--- config.mk ---
export PLATFORM = sky130hd
export DESIGN_NAME = id_stage_pipe_flat
export DESIGN_NICKNAME = d
export VERILOG_FILES = /design/src/rtl/id_stage_pipe_if.sv /design/src/rtl/id_stage_pipe.sv /design/src/flat_wrapper.sv
export SDC_FILE = /design/constraint.sdc
export NUM_CORES = 1
export LEC_CHECK = 0
export ABC_AREA = 1
export ABC_CLOCK_PERIOD_IN_PS = 6120
export BUFFER_PORTS_ARGS = -buffer_cell sky130_fd_sc_hd__clkbuf_2
export CORE_ASPECT_RATIO = 0.6
export CORE_UTILIZATION = 45
export DETAILED_ROUTE_END_ITERATION = 10
export PLACE_DENSITY_LB_ADDON = 0.05
export SETUP_SLACK_MARGIN = 0.05
export SLEW_MARGIN = 20
export SYNTH_ARGS = -nofsm -noshare
export SYNTH_HDL_FRONTEND = slang
export SYNTH_SLANG_ARGS = --single-unit
export TNS_END_PERCENT = 1
--- constraint.sdc ---
create_clock -name clk -period 6.12 [get_ports clk]
set_clock_uncertainty 0.15 [all_clocks]
set_input_delay 0.612 -clock clk [delete_from_list [all_inputs] [get_ports clk]]
set_output_delay 0.612 -clock clk [all_outputs]
set_load 0.05 [all_outputs]
--- src/rtl/id_stage_pipe_if.sv ---
// -----------------------------------------------------------------------------
// id_stage_pipe_if
// Handshake channels around the decode stage.
//   IF -> ID : in_valid, in_ready, pc_in, instruction_in
//   ID -> EX : out_valid, out_ready and the registered decode bundle
//              (pc, instruction, val_Rn, val_Rm, src1, src2, dst,
//               signed_immediate, shifter_operand, imm, b, sr_update,
//               mem_read, mem_write, wb_en_out, ex_command)
// Modports:
//   master : the surrounding pipeline (drives IF side and out_ready)
//   slave  : the decode stage itself
// -----------------------------------------------------------------------------
interface id_stage_pipe_if #(
   parameter int WORD_WIDTH            = 32,
   parameter int REG_ADDR_W            = 4,
   parameter int SIGNED_IMM_WIDTH      = 24,
   parameter int SHIFTER_OPERAND_WIDTH = 12
);
   // IF -> ID
   logic                             in_valid;
   logic                             in_ready;
   logic [WORD_WIDTH-1:0]            pc_in;
   logic [WORD_WIDTH-1:0]            instruction_in;

   // ID -> EX
   logic                             out_valid;
   logic                             out_ready;
   logic [WORD_WIDTH-1:0]            pc;
   logic [WORD_WIDTH-1:0]            instruction;
   logic [WORD_WIDTH-1:0]            val_Rn;
   logic [WORD_WIDTH-1:0]            val_Rm;
   logic [REG_ADDR_W-1:0]            src1;
   logic [REG_ADDR_W-1:0]            src2;
   logic [REG_ADDR_W-1:0]            dst;
   logic [SIGNED_IMM_WIDTH-1:0]      signed_immediate;
   logic [SHIFTER_OPERAND_WIDTH-1:0] shifter_operand;
   logic                             imm;
   logic                             b;
   logic                             sr_update;
   logic                             mem_read;
   logic                             mem_write;
   logic                             wb_en_out;
   logic [3:0]                       ex_command;

   modport master (
      output in_valid, pc_in, instruction_in, out_ready,
      input  in_ready, out_valid, pc, instruction, val_Rn, val_Rm,
             src1, src2, dst, signed_immediate, shifter_operand,
             imm, b, sr_update, mem_read, mem_write, wb_en_out, ex_command
   );

   modport slave (
      input  in_valid, pc_in, instruction_in, out_ready,
      output in_ready, out_valid, pc, instruction, val_Rn, val_Rm,
             src1, src2, dst, signed_immediate, shifter_operand,
             imm, b, sr_update, mem_read, mem_write, wb_en_out, ex_command
   );
endinterface

--- src/rtl/id_stage_pipe.sv ---
// -----------------------------------------------------------------------------
// id_stage_pipe
// Decode stage with register file, write-through bypass, RAW interlock and
// the ID/EX pipeline register.
// Ports:
//   clk             rising-edge clock
//   rst             asynchronous active-low reset
//   bus             IF->ID and ID->EX handshake channels (slave side)
//   status_register NZCV flags used for condition evaluation
//   flush           kills the held bundle and blocks the presented instruction
//   wb_en/addr/data register-file write port
//   ex_*/mem_*      in-flight writers used for hazard detection
//   hazard          combinational RAW-hazard indication
//   stall_count     saturating count of hazard-stall cycles
// -----------------------------------------------------------------------------
module id_stage_pipe #(
   parameter int WORD_WIDTH            = 32,
   parameter int REG_COUNT             = 16,
   parameter int REG_ADDR_W            = 4,
   parameter int SIGNED_IMM_WIDTH      = 24,
   parameter int SHIFTER_OPERAND_WIDTH = 12,
   parameter int STALL_CNT_W           = 16
) (
   input  logic                   clk,
   input  logic                   rst,
   id_stage_pipe_if.slave         bus,
   input  logic [3:0]             status_register,
   input  logic                   flush,
   input  logic                   wb_en,
   input  logic [REG_ADDR_W-1:0]  wb_addr,
   input  logic [WORD_WIDTH-1:0]  wb_data,
   input  logic                   ex_wb_en,
   input  logic [REG_ADDR_W-1:0]  ex_dst,
   input  logic                   mem_wb_en,
   input  logic [REG_ADDR_W-1:0]  mem_dst,
   output logic                   hazard,
   output logic [STALL_CNT_W-1:0] stall_count
);

   typedef enum logic [3:0] {
      CMD_NOP = 4'h0,
      CMD_MOV = 4'h1,
      CMD_ADD = 4'h2,
      CMD_ADC = 4'h3,
      CMD_SUB = 4'h4,
      CMD_SBC = 4'h5,
      CMD_AND = 4'h6,
      CMD_ORR = 4'h7,
      CMD_EOR = 4'h8,
      CMD_MVN = 4'h9
   } alu_cmd_e;

   typedef enum logic [3:0] {
      OP_AND = 4'h0,
      OP_EOR = 4'h1,
      OP_SUB = 4'h2,
      OP_RSB = 4'h3,
      OP_ADD = 4'h4,
      OP_ADC = 4'h5,
      OP_SBC = 4'h6,
      OP_RSC = 4'h7,
      OP_TST = 4'h8,
      OP_TEQ = 4'h9,
      OP_CMP = 4'hA,
      OP_CMN = 4'hB,
      OP_ORR = 4'hC,
      OP_MOV = 4'hD,
      OP_BIC = 4'hE,
      OP_MVN = 4'hF
   } dp_op_e;

   typedef enum logic [1:0] {
      MODE_DP  = 2'b00,
      MODE_MEM = 2'b01,
      MODE_BR  = 2'b10,
      MODE_RSV = 2'b11
   } inst_mode_e;

   typedef enum logic [3:0] {
      C_EQ = 4'h0, C_NE = 4'h1, C_CS = 4'h2, C_CC = 4'h3,
      C_MI = 4'h4, C_PL = 4'h5, C_VS = 4'h6, C_VC = 4'h7,
      C_HI = 4'h8, C_LS = 4'h9, C_GE = 4'hA, C_LT = 4'hB,
      C_GT = 4'hC, C_LE = 4'hD, C_AL = 4'hE, C_NV = 4'hF
   } cond_e;

   typedef enum logic {
      S_EMPTY = 1'b0,
      S_FULL  = 1'b1
   } state_e;

   // ---------------------------------------------------------------- decode
   inst_mode_e mode;
   dp_op_e     opcode;
   cond_e      cond;
   logic       s_bit;

   alu_cmd_e dec_cmd;
   logic     dec_wb;
   logic     dec_mr;
   logic     dec_mw;
   logic     dec_b;
   logic     dec_s;
   logic     has_src1;
   logic     has_src2;
   logic     cond_pass;

   logic [REG_ADDR_W-1:0] src1_idx;
   logic [REG_ADDR_W-1:0] src2_idx;
   logic [REG_ADDR_W-1:0] dst_idx;

   assign mode   = inst_mode_e'(bus.instruction_in[27:26]);
   assign opcode = dp_op_e'(bus.instruction_in[24:21]);
   assign cond   = cond_e'(bus.instruction_in[31:28]);
   assign s_bit  = bus.instruction_in[20];

   always_comb begin
      dec_cmd  = CMD_NOP;
      dec_wb   = 1'b0;
      dec_mr   = 1'b0;
      dec_mw   = 1'b0;
      dec_b    = 1'b0;
      dec_s    = 1'b0;
      has_src1 = 1'b0;
      unique case (mode)
         MODE_DP: begin
            dec_s    = s_bit;
            has_src1 = 1'b1;
            case (opcode)
               OP_MOV: begin dec_cmd = CMD_MOV; dec_wb = 1'b1; has_src1 = 1'b0; end
               OP_MVN: begin dec_cmd = CMD_MVN; dec_wb = 1'b1; has_src1 = 1'b0; end
               OP_ADD: begin dec_cmd = CMD_ADD; dec_wb = 1'b1; end
               OP_ADC: begin dec_cmd = CMD_ADC; dec_wb = 1'b1; end
               OP_SUB: begin dec_cmd = CMD_SUB; dec_wb = 1'b1; end
               OP_SBC: begin dec_cmd = CMD_SBC; dec_wb = 1'b1; end
               OP_AND: begin dec_cmd = CMD_AND; dec_wb = 1'b1; end
               OP_ORR: begin dec_cmd = CMD_ORR; dec_wb = 1'b1; end
               OP_EOR: begin dec_cmd = CMD_EOR; dec_wb = 1'b1; end
               OP_CMP: dec_cmd = CMD_SUB;
               OP_TST: dec_cmd = CMD_AND;
               default: ;
            endcase
         end
         MODE_MEM: begin
            // LDR and STR both compute Rn + offset in EX
            dec_cmd  = CMD_ADD;
            has_src1 = 1'b1;
            if (s_bit) begin
               dec_mr = 1'b1;
               dec_wb = 1'b1;
            end else begin
               dec_mw = 1'b1;
            end
         end
         MODE_BR:  dec_b = 1'b1;
         MODE_RSV: ;
      endcase
   end

   // NZCV = status_register[3:0]; NV is treated as always for compatibility
   always_comb begin
      logic n, z, c, v;
      n = status_register[3];
      z = status_register[2];
      c = status_register[1];
      v = status_register[0];
      cond_pass = 1'b0;
      unique case (cond)
         C_EQ: cond_pass = z;
         C_NE: cond_pass = ~z;
         C_CS: cond_pass = c;
         C_CC: cond_pass = ~c;
         C_MI: cond_pass = n;
         C_PL: cond_pass = ~n;
         C_VS: cond_pass = v;
         C_VC: cond_pass = ~v;
         C_HI: cond_pass = c & ~z;
         C_LS: cond_pass = ~c | z;
         C_GE: cond_pass = (n == v);
         C_LT: cond_pass = (n != v);
         C_GT: cond_pass = ~z & (n == v);
         C_LE: cond_pass = z | (n != v);
         C_AL: cond_pass = 1'b1;
         C_NV: cond_pass = 1'b1;
      endcase
   end

   // Stores read the data register through the second read port
   assign src1_idx = bus.instruction_in[16 +: REG_ADDR_W];
   assign dst_idx  = bus.instruction_in[12 +: REG_ADDR_W];
   assign src2_idx = dec_mw ? bus.instruction_in[12 +: REG_ADDR_W]
                            : bus.instruction_in[0 +: REG_ADDR_W];
   assign has_src2 = ~bus.instruction_in[25] | dec_mw;

   // --------------------------------------------------------- register file
   logic [WORD_WIDTH-1:0] regs [REG_COUNT];
   logic [WORD_WIDTH-1:0] rn_val;
   logic [WORD_WIDTH-1:0] rm_val;

   always_ff @(posedge clk or negedge rst) begin
      if (!rst) begin
         for (int unsigned i = 0; i < REG_COUNT; i++) begin
            regs[i] <= '0;
         end
      end else if (wb_en) begin
         regs[wb_addr] <= wb_data;
      end
   end

   always_comb begin
      rn_val = regs[src1_idx];
      rm_val = regs[src2_idx];
      if (wb_en && (wb_addr == src1_idx)) rn_val = wb_data;
      if (wb_en && (wb_addr == src2_idx)) rm_val = wb_data;
   end

   // ---------------------------------------------------------------- hazard
   logic src1_hit;
   logic src2_hit;

   assign src1_hit = (ex_wb_en  && (ex_dst  == src1_idx)) ||
                     (mem_wb_en && (mem_dst == src1_idx));
   assign src2_hit = (ex_wb_en  && (ex_dst  == src2_idx)) ||
                     (mem_wb_en && (mem_dst == src2_idx));
   assign hazard   = bus.in_valid & ((has_src1 & src1_hit) | (has_src2 & src2_hit));

   always_ff @(posedge clk or negedge rst) begin
      if (!rst) begin
         stall_count <= '0;
      end else if (hazard && !flush && !(&stall_count)) begin
         stall_count <= stall_count + STALL_CNT_W'(1);
      end
   end

   // ------------------------------------------------------ handshake / FSM
   state_e state;
   state_e state_next;
   logic   out_valid;
   logic   in_ready;
   logic   load;

   assign out_valid = (state == S_FULL);
   assign in_ready  = ~flush & ~hazard & (~out_valid | bus.out_ready);

   always_ff @(posedge clk or negedge rst) begin
      if (!rst) state <= S_EMPTY;
      else      state <= state_next;
   end

   always_comb begin
      state_next = state;
      load       = 1'b0;
      if (flush) begin
         state_next = S_EMPTY;
      end else if (bus.in_valid && in_ready) begin
         state_next = S_FULL;
         load       = 1'b1;
      end else if (out_valid && bus.out_ready) begin
         state_next = S_EMPTY;
      end
   end

   // ---------------------------------------------------------- ID/EX bundle
   logic [WORD_WIDTH-1:0] pc_q;
   logic [WORD_WIDTH-1:0] instruction_q;
   logic [WORD_WIDTH-1:0] val_rn_q;
   logic [WORD_WIDTH-1:0] val_rm_q;
   logic [REG_ADDR_W-1:0] src1_q;
   logic [REG_ADDR_W-1:0] src2_q;
   logic [REG_ADDR_W-1:0] dst_q;
   logic                  imm_q;
   logic                  b_q;
   logic                  sr_update_q;
   logic                  mem_read_q;
   logic                  mem_write_q;
   logic                  wb_en_q;
   alu_cmd_e              ex_command_q;

   // A failed condition still loads a bundle so the PC flows, but with
   // every side effect stripped
   always_ff @(posedge clk or negedge rst) begin
      if (!rst) begin
         pc_q          <= '0;
         instruction_q <= '0;
         val_rn_q      <= '0;
         val_rm_q      <= '0;
         src1_q        <= '0;
         src2_q        <= '0;
         dst_q         <= '0;
         imm_q         <= 1'b0;
         b_q           <= 1'b0;
         sr_update_q   <= 1'b0;
         mem_read_q    <= 1'b0;
         mem_write_q   <= 1'b0;
         wb_en_q       <= 1'b0;
         ex_command_q  <= CMD_NOP;
      end else if (load) begin
         pc_q          <= bus.pc_in;
         instruction_q <= bus.instruction_in;
         val_rn_q      <= rn_val;
         val_rm_q      <= rm_val;
         src1_q        <= src1_idx;
         src2_q        <= src2_idx;
         dst_q         <= dst_idx;
         imm_q         <= bus.instruction_in[25];
         b_q           <= dec_b  & cond_pass;
         sr_update_q   <= dec_s  & cond_pass;
         mem_read_q    <= dec_mr & cond_pass;
         mem_write_q   <= dec_mw & cond_pass;
         wb_en_q       <= dec_wb & cond_pass;
         ex_command_q  <= cond_pass ? dec_cmd : CMD_NOP;
      end
   end

   assign bus.in_ready         = in_ready;
   assign bus.out_valid        = out_valid;
   assign bus.pc               = pc_q;
   assign bus.instruction      = instruction_q;
   assign bus.val_Rn           = val_rn_q;
   assign bus.val_Rm           = val_rm_q;
   assign bus.src1             = src1_q;
   assign bus.src2             = src2_q;
   assign bus.dst              = dst_q;
   assign bus.signed_immediate = instruction_q[SIGNED_IMM_WIDTH-1:0];
   assign bus.shifter_operand  = instruction_q[SHIFTER_OPERAND_WIDTH-1:0];
   assign bus.imm              = imm_q;
   assign bus.b                = b_q;
   assign bus.sr_update        = sr_update_q;
   assign bus.mem_read         = mem_read_q;
   assign bus.mem_write        = mem_write_q;
   assign bus.wb_en_out        = wb_en_q;
   assign bus.ex_command       = ex_command_q;

endmodule

--- src/flat_wrapper.sv ---
// flat-port wrapper written by rule: the top's interface ports become plain ports
module id_stage_pipe_flat 
#(
   parameter int WORD_WIDTH            = 32,
   parameter int REG_COUNT             = 16,
   parameter int REG_ADDR_W            = 4,
   parameter int SIGNED_IMM_WIDTH      = 24,
   parameter int SHIFTER_OPERAND_WIDTH = 12,
   parameter int STALL_CNT_W           = 16
)
  (clk, rst, status_register, flush, wb_en, wb_addr, wb_data, ex_wb_en, ex_dst, mem_wb_en, mem_dst, hazard, stall_count, bus_in_valid, bus_pc_in, bus_instruction_in, bus_out_ready, bus_in_ready, bus_out_valid, bus_pc, bus_instruction, bus_val_Rn, bus_val_Rm, bus_src1, bus_src2, bus_dst, bus_signed_immediate, bus_shifter_operand, bus_imm, bus_b, bus_sr_update, bus_mem_read, bus_mem_write, bus_wb_en_out, bus_ex_command);
  id_stage_pipe_if #(.WORD_WIDTH(WORD_WIDTH), .REG_ADDR_W(REG_ADDR_W), .SIGNED_IMM_WIDTH(SIGNED_IMM_WIDTH), .SHIFTER_OPERAND_WIDTH(SHIFTER_OPERAND_WIDTH)) bus_i ();
  input  logic clk;
  input  logic rst;
  input  logic [3:0] status_register;
  input  logic flush;
  input  logic wb_en;
  input  logic [REG_ADDR_W-1:0] wb_addr;
  input  logic [WORD_WIDTH-1:0] wb_data;
  input  logic ex_wb_en;
  input  logic [REG_ADDR_W-1:0] ex_dst;
  input  logic mem_wb_en;
  input  logic [REG_ADDR_W-1:0] mem_dst;
  output logic hazard;
  output logic [STALL_CNT_W-1:0] stall_count;
  input wire logic [$bits(bus_i.in_valid)-1:0] bus_in_valid;
  input wire logic [$bits(bus_i.pc_in)-1:0] bus_pc_in;
  input wire logic [$bits(bus_i.instruction_in)-1:0] bus_instruction_in;
  input wire logic [$bits(bus_i.out_ready)-1:0] bus_out_ready;
  output wire logic [$bits(bus_i.in_ready)-1:0] bus_in_ready;
  output wire logic [$bits(bus_i.out_valid)-1:0] bus_out_valid;
  output wire logic [$bits(bus_i.pc)-1:0] bus_pc;
  output wire logic [$bits(bus_i.instruction)-1:0] bus_instruction;
  output wire logic [$bits(bus_i.val_Rn)-1:0] bus_val_Rn;
  output wire logic [$bits(bus_i.val_Rm)-1:0] bus_val_Rm;
  output wire logic [$bits(bus_i.src1)-1:0] bus_src1;
  output wire logic [$bits(bus_i.src2)-1:0] bus_src2;
  output wire logic [$bits(bus_i.dst)-1:0] bus_dst;
  output wire logic [$bits(bus_i.signed_immediate)-1:0] bus_signed_immediate;
  output wire logic [$bits(bus_i.shifter_operand)-1:0] bus_shifter_operand;
  output wire logic [$bits(bus_i.imm)-1:0] bus_imm;
  output wire logic [$bits(bus_i.b)-1:0] bus_b;
  output wire logic [$bits(bus_i.sr_update)-1:0] bus_sr_update;
  output wire logic [$bits(bus_i.mem_read)-1:0] bus_mem_read;
  output wire logic [$bits(bus_i.mem_write)-1:0] bus_mem_write;
  output wire logic [$bits(bus_i.wb_en_out)-1:0] bus_wb_en_out;
  output wire logic [$bits(bus_i.ex_command)-1:0] bus_ex_command;
  assign bus_i.in_valid = bus_in_valid;
  assign bus_i.pc_in = bus_pc_in;
  assign bus_i.instruction_in = bus_instruction_in;
  assign bus_i.out_ready = bus_out_ready;
  assign bus_in_ready = bus_i.in_ready;
  assign bus_out_valid = bus_i.out_valid;
  assign bus_pc = bus_i.pc;
  assign bus_instruction = bus_i.instruction;
  assign bus_val_Rn = bus_i.val_Rn;
  assign bus_val_Rm = bus_i.val_Rm;
  assign bus_src1 = bus_i.src1;
  assign bus_src2 = bus_i.src2;
  assign bus_dst = bus_i.dst;
  assign bus_signed_immediate = bus_i.signed_immediate;
  assign bus_shifter_operand = bus_i.shifter_operand;
  assign bus_imm = bus_i.imm;
  assign bus_b = bus_i.b;
  assign bus_sr_update = bus_i.sr_update;
  assign bus_mem_read = bus_i.mem_read;
  assign bus_mem_write = bus_i.mem_write;
  assign bus_wb_en_out = bus_i.wb_en_out;
  assign bus_ex_command = bus_i.ex_command;
  id_stage_pipe #(.WORD_WIDTH(WORD_WIDTH), .REG_COUNT(REG_COUNT), .REG_ADDR_W(REG_ADDR_W), .SIGNED_IMM_WIDTH(SIGNED_IMM_WIDTH), .SHIFTER_OPERAND_WIDTH(SHIFTER_OPERAND_WIDTH), .STALL_CNT_W(STALL_CNT_W)) u_core (.clk(clk), .rst(rst), .bus(bus_i), .status_register(status_register), .flush(flush), .wb_en(wb_en), .wb_addr(wb_addr), .wb_data(wb_data), .ex_wb_en(ex_wb_en), .ex_dst(ex_dst), .mem_wb_en(mem_wb_en), .mem_dst(mem_dst), .hazard(hazard), .stall_count(stall_count));
endmodule
==> reports/metrics.cfg <==
[floorplanning]
core_sq_um = 79600
die_w_microns = 368
initial_utilization_pct = 45.5
die_area_sq_um = 81600
num_rows = 80
die_h_microns = 222
ios = 325

[detailed_routing]
wl_microns = 137000
vias = 34800
drt_first_pass_iters = 5
drc = 0
viasPerCell = 5.61
first_iter_violations = 4636
drtAntennaViolNets = 0
wl_per_cell_microns = 22.1

[sta]
fin_ws_ns = 1.65
rsz0062_at_grt = false
slew_viol_final = 0
slew_headroom_pct = 24.4
setup_viol_count_final = 0
worst_slew_pin_slew_ns = 1.13
period_needed_ns = 4.47
tns_ns = 0
fin_crit_sh_pct = 73.0
max_freq_mhz = 224
hold_viol = 0

[cells_and_area]
stdcell_area_sq_um = 40800
fin_nets = 5201
layout.cells.non_filler = 6199
syn_to_final_growth_pct = 12.6
drive_above_1_share_pct = 10.8

[synth]
ys_warn_count = 0
synth_cells = 5017
synth_seq_area_share_pct = 46.3
synth.top_cell.area_share_pct = 46.3
syn_nets = 5138
synth.distinct_cells = 35
syn_area_per_cell_sq_um = 7.21
syn_area_sq_um = 36200
synthTopCellsByArea = dfrtp_1 (46%), nand2_1 (15%), o21ai_0 (13%)
synth_top_cell_by_area = dfrtp_1
synth.ff_latch_count = 670

[worst_setup_path]
worstPathMaxFanout = 124
cp-start-kind = primary input
reg2reg_from = u_core.stall_count[0]
arrival_ns = 3.70
ff2ff_path_depth = 8
cp-startpoint = bus_instruction_in[20]
cp-end-kind = output pin
crit_required_ns = 5.36
reg2reg_to = u_core.stall_count[9]
regToRegSetupSlack_ns = 3.32
path_class = in2out
crit_end = hazard

[clock_network]
cts_buffers = 71
cts_num_sinks = 670
ctsHoldBuffers = 41
cts_tree = built
post-cts-setup-buffer-count = 0
clk_pin_slew_ns = 0.06
clk_latency_ns = 0.66
cts_buffer_depth = 3
post_cts_resize_count = 0
cts_root_buf = clkbuf_16
htreeDepth = 3

[placement]
post-place-ws_ns = 1.72
gp_congestion = 0.844
postPlaceCellArea_sq_um = 38000
dp_hpwl_microns = 78100
portBuffers = 324
dp.cells = 6032

[power_and_ir_drop]
pwr-share-clk_pct = 31.6
p_int_uw = 9070
p_sw_uw = 5330
vdd_ir_drop_max_mv = 0.170
p_leak_uw = 0.0199
power_frac_seq_pct = 41.1
swShare_pct = 37.0
p_per_area_nw_per_um2 = 353
p_comb_share_pct = 27.3

[grt]
grt_max_degree = 177
track_usage_pct = 33.3
grt_pass1_wl_microns = 206000
grt-ovfl-total = 0
grt_pass1_vias = 31200
antenna_found_initial = 6

[flow_run]
maxCapViolations = 0

[hold_path]
hp-class = in2reg

[status]
status = completed

-- logic make-up after synthesis --
kind of cell,count (synthesis),share of synthesized area (%)
simple gates,2077,23.9
compound gates,1339,18.9
buf+inv,910,10.3
flops,670,46.3
xor+xnor,20,0.484
fa+ha+maj,1,0.0346
-- cells in the mapped netlist (all sizes together) --
library cell  number
nand2           1419
o21ai            954
dfrtp            670
nand3            548
inv              471
a21oi            329
clkbuf           282
buf              154
nor2              48
o211ai            46
nand4             28
or2               20
xnor2             12
nor3              11
xor2               8
o22ai              6
clkinv             3
nor4               2
o2111ai            2
a221oi             1
ha                 1
o311ai             1
or4                1
-- per-layer routing --
metal	global-route usage [%]	share of wire, %	vias to the layer above
met5	0	0.025	-
met4	6.77	1.8	6
met3	7.26	10	174
met2	46.2	41	1653
met1	52.4	48	16500
li1	-	-	16500
-- power by group through the flow --
stage                     sequential (uW)  combinational, uW  clock [uW]
final                                5930               3930        4560
after global routing                 6030               4350        4810
after CTS                            5910               3900        4610
after detailed placement             5970               3870           0
after global placement               5970               3830           0
after floorplan                      6540               2180           0
-- state kept, by name, indices dropped and copies added, names as in the netlist --
name	flops
u_core.bus.pc	32
u_core.bus.out_valid	1
u_core.bus.wb_en_out	1
u_core.bus.src1	3
u_core.bus.ex_command	4
u_core.bus.mem_write	1
u_core.bus.mem_read	1
u_core.regs	512
u_core.bus.instruction	26
u_core.bus.dst	3
u_core.bus.src2	4
u_core.bus.sr_update	1
u_core.stall_count	16
u_core.bus.val_Rm	32
u_core.bus.b	1
u_core.bus.val_Rn	32
-- cells in the final DEF, fill, tap and decap left out, types with 4 or more instances in the layout --
cell type / n
o21ai_0: 932
nand2_1: 1406
inv_1: 462
nand3_4: 4
clkinvlp_4: 4
o21ai_1: 22
nand3_1: 542
clkinv_2: 9
a21oi_1: 328
bufinv_16: 5
clkbuf_1: 12
buf_12: 9
o211ai_1: 46
clkbuf_16: 73
xnor2_1: 12
nor2_1: 46
clkbuf_8: 20
dfrtp_1: 670
nand2_2: 10
buf_4: 53
dlygate4sd3_1: 41
or2_2: 20
inv_2: 6
xor2_1: 8
clkbuf_2: 320
nor3_1: 8
o22ai_1: 6
nand4_1: 28
-- stage by stage --
step / hold WS (ns) / utilization, % / total power [uW]
3_5_place_dp: 0.314 / 47.7 / 9840
5_1_grt: 0.0227 / 51.2 / 15200
6_report: 0.0201 / 51.2 / 14400
4_1_cts: 0.000407 / 51.2 / 14400
2_1_floorplan: 0.166 / - / 8720
3_3_place_gp: 0.312 / 47.7 / 9790
-- worst min-delay path by stage --
stage                      start                end  slack [ns]  cells after the start
2_1_floorplan                rst       u_core.bus.b        0.17                      0
3_3_place_gp   u_core.bus.pc[11]  u_core.bus.pc[11]        0.31                      2
3_5_place_dp   u_core.bus.pc[22]  u_core.bus.pc[22]        0.31                      2
4_1_cts             bus_pc_in[9]   u_core.bus.pc[9]      0.0004                      3
5_1_grt             bus_pc_in[9]   u_core.bus.pc[9]        0.02                      3
6_report            bus_pc_in[9]   u_core.bus.pc[9]        0.02                      3
-- area by class of cell --
class | instances | area (sq um)
diodes | 2 | 5.00
clock buffers | 105 | 2150
clock inverters | 19 | 238
fillers | 7974 | 38800
inverters | 474 | 1790
multi-input cells | 3437 | 15800
flip-flops and latches | 670 | 16800
well taps | 1066 | 1330
repair buffers | 426 | 2650
-- worst max-delay path, cell delays in order --
cell	delay (ns)
clkbuf_2	0.12
inv_2	0.10
nand3_2	0.16
nand2_1	0.22
nand2_8	0.44
xor2_1	0.36
nand3_1	0.10
nand2_1	0.07
nand2_1	0.21
a21oi_2	0.87
clkbuf_2	0.42
(Power assumes the default switching activity.)
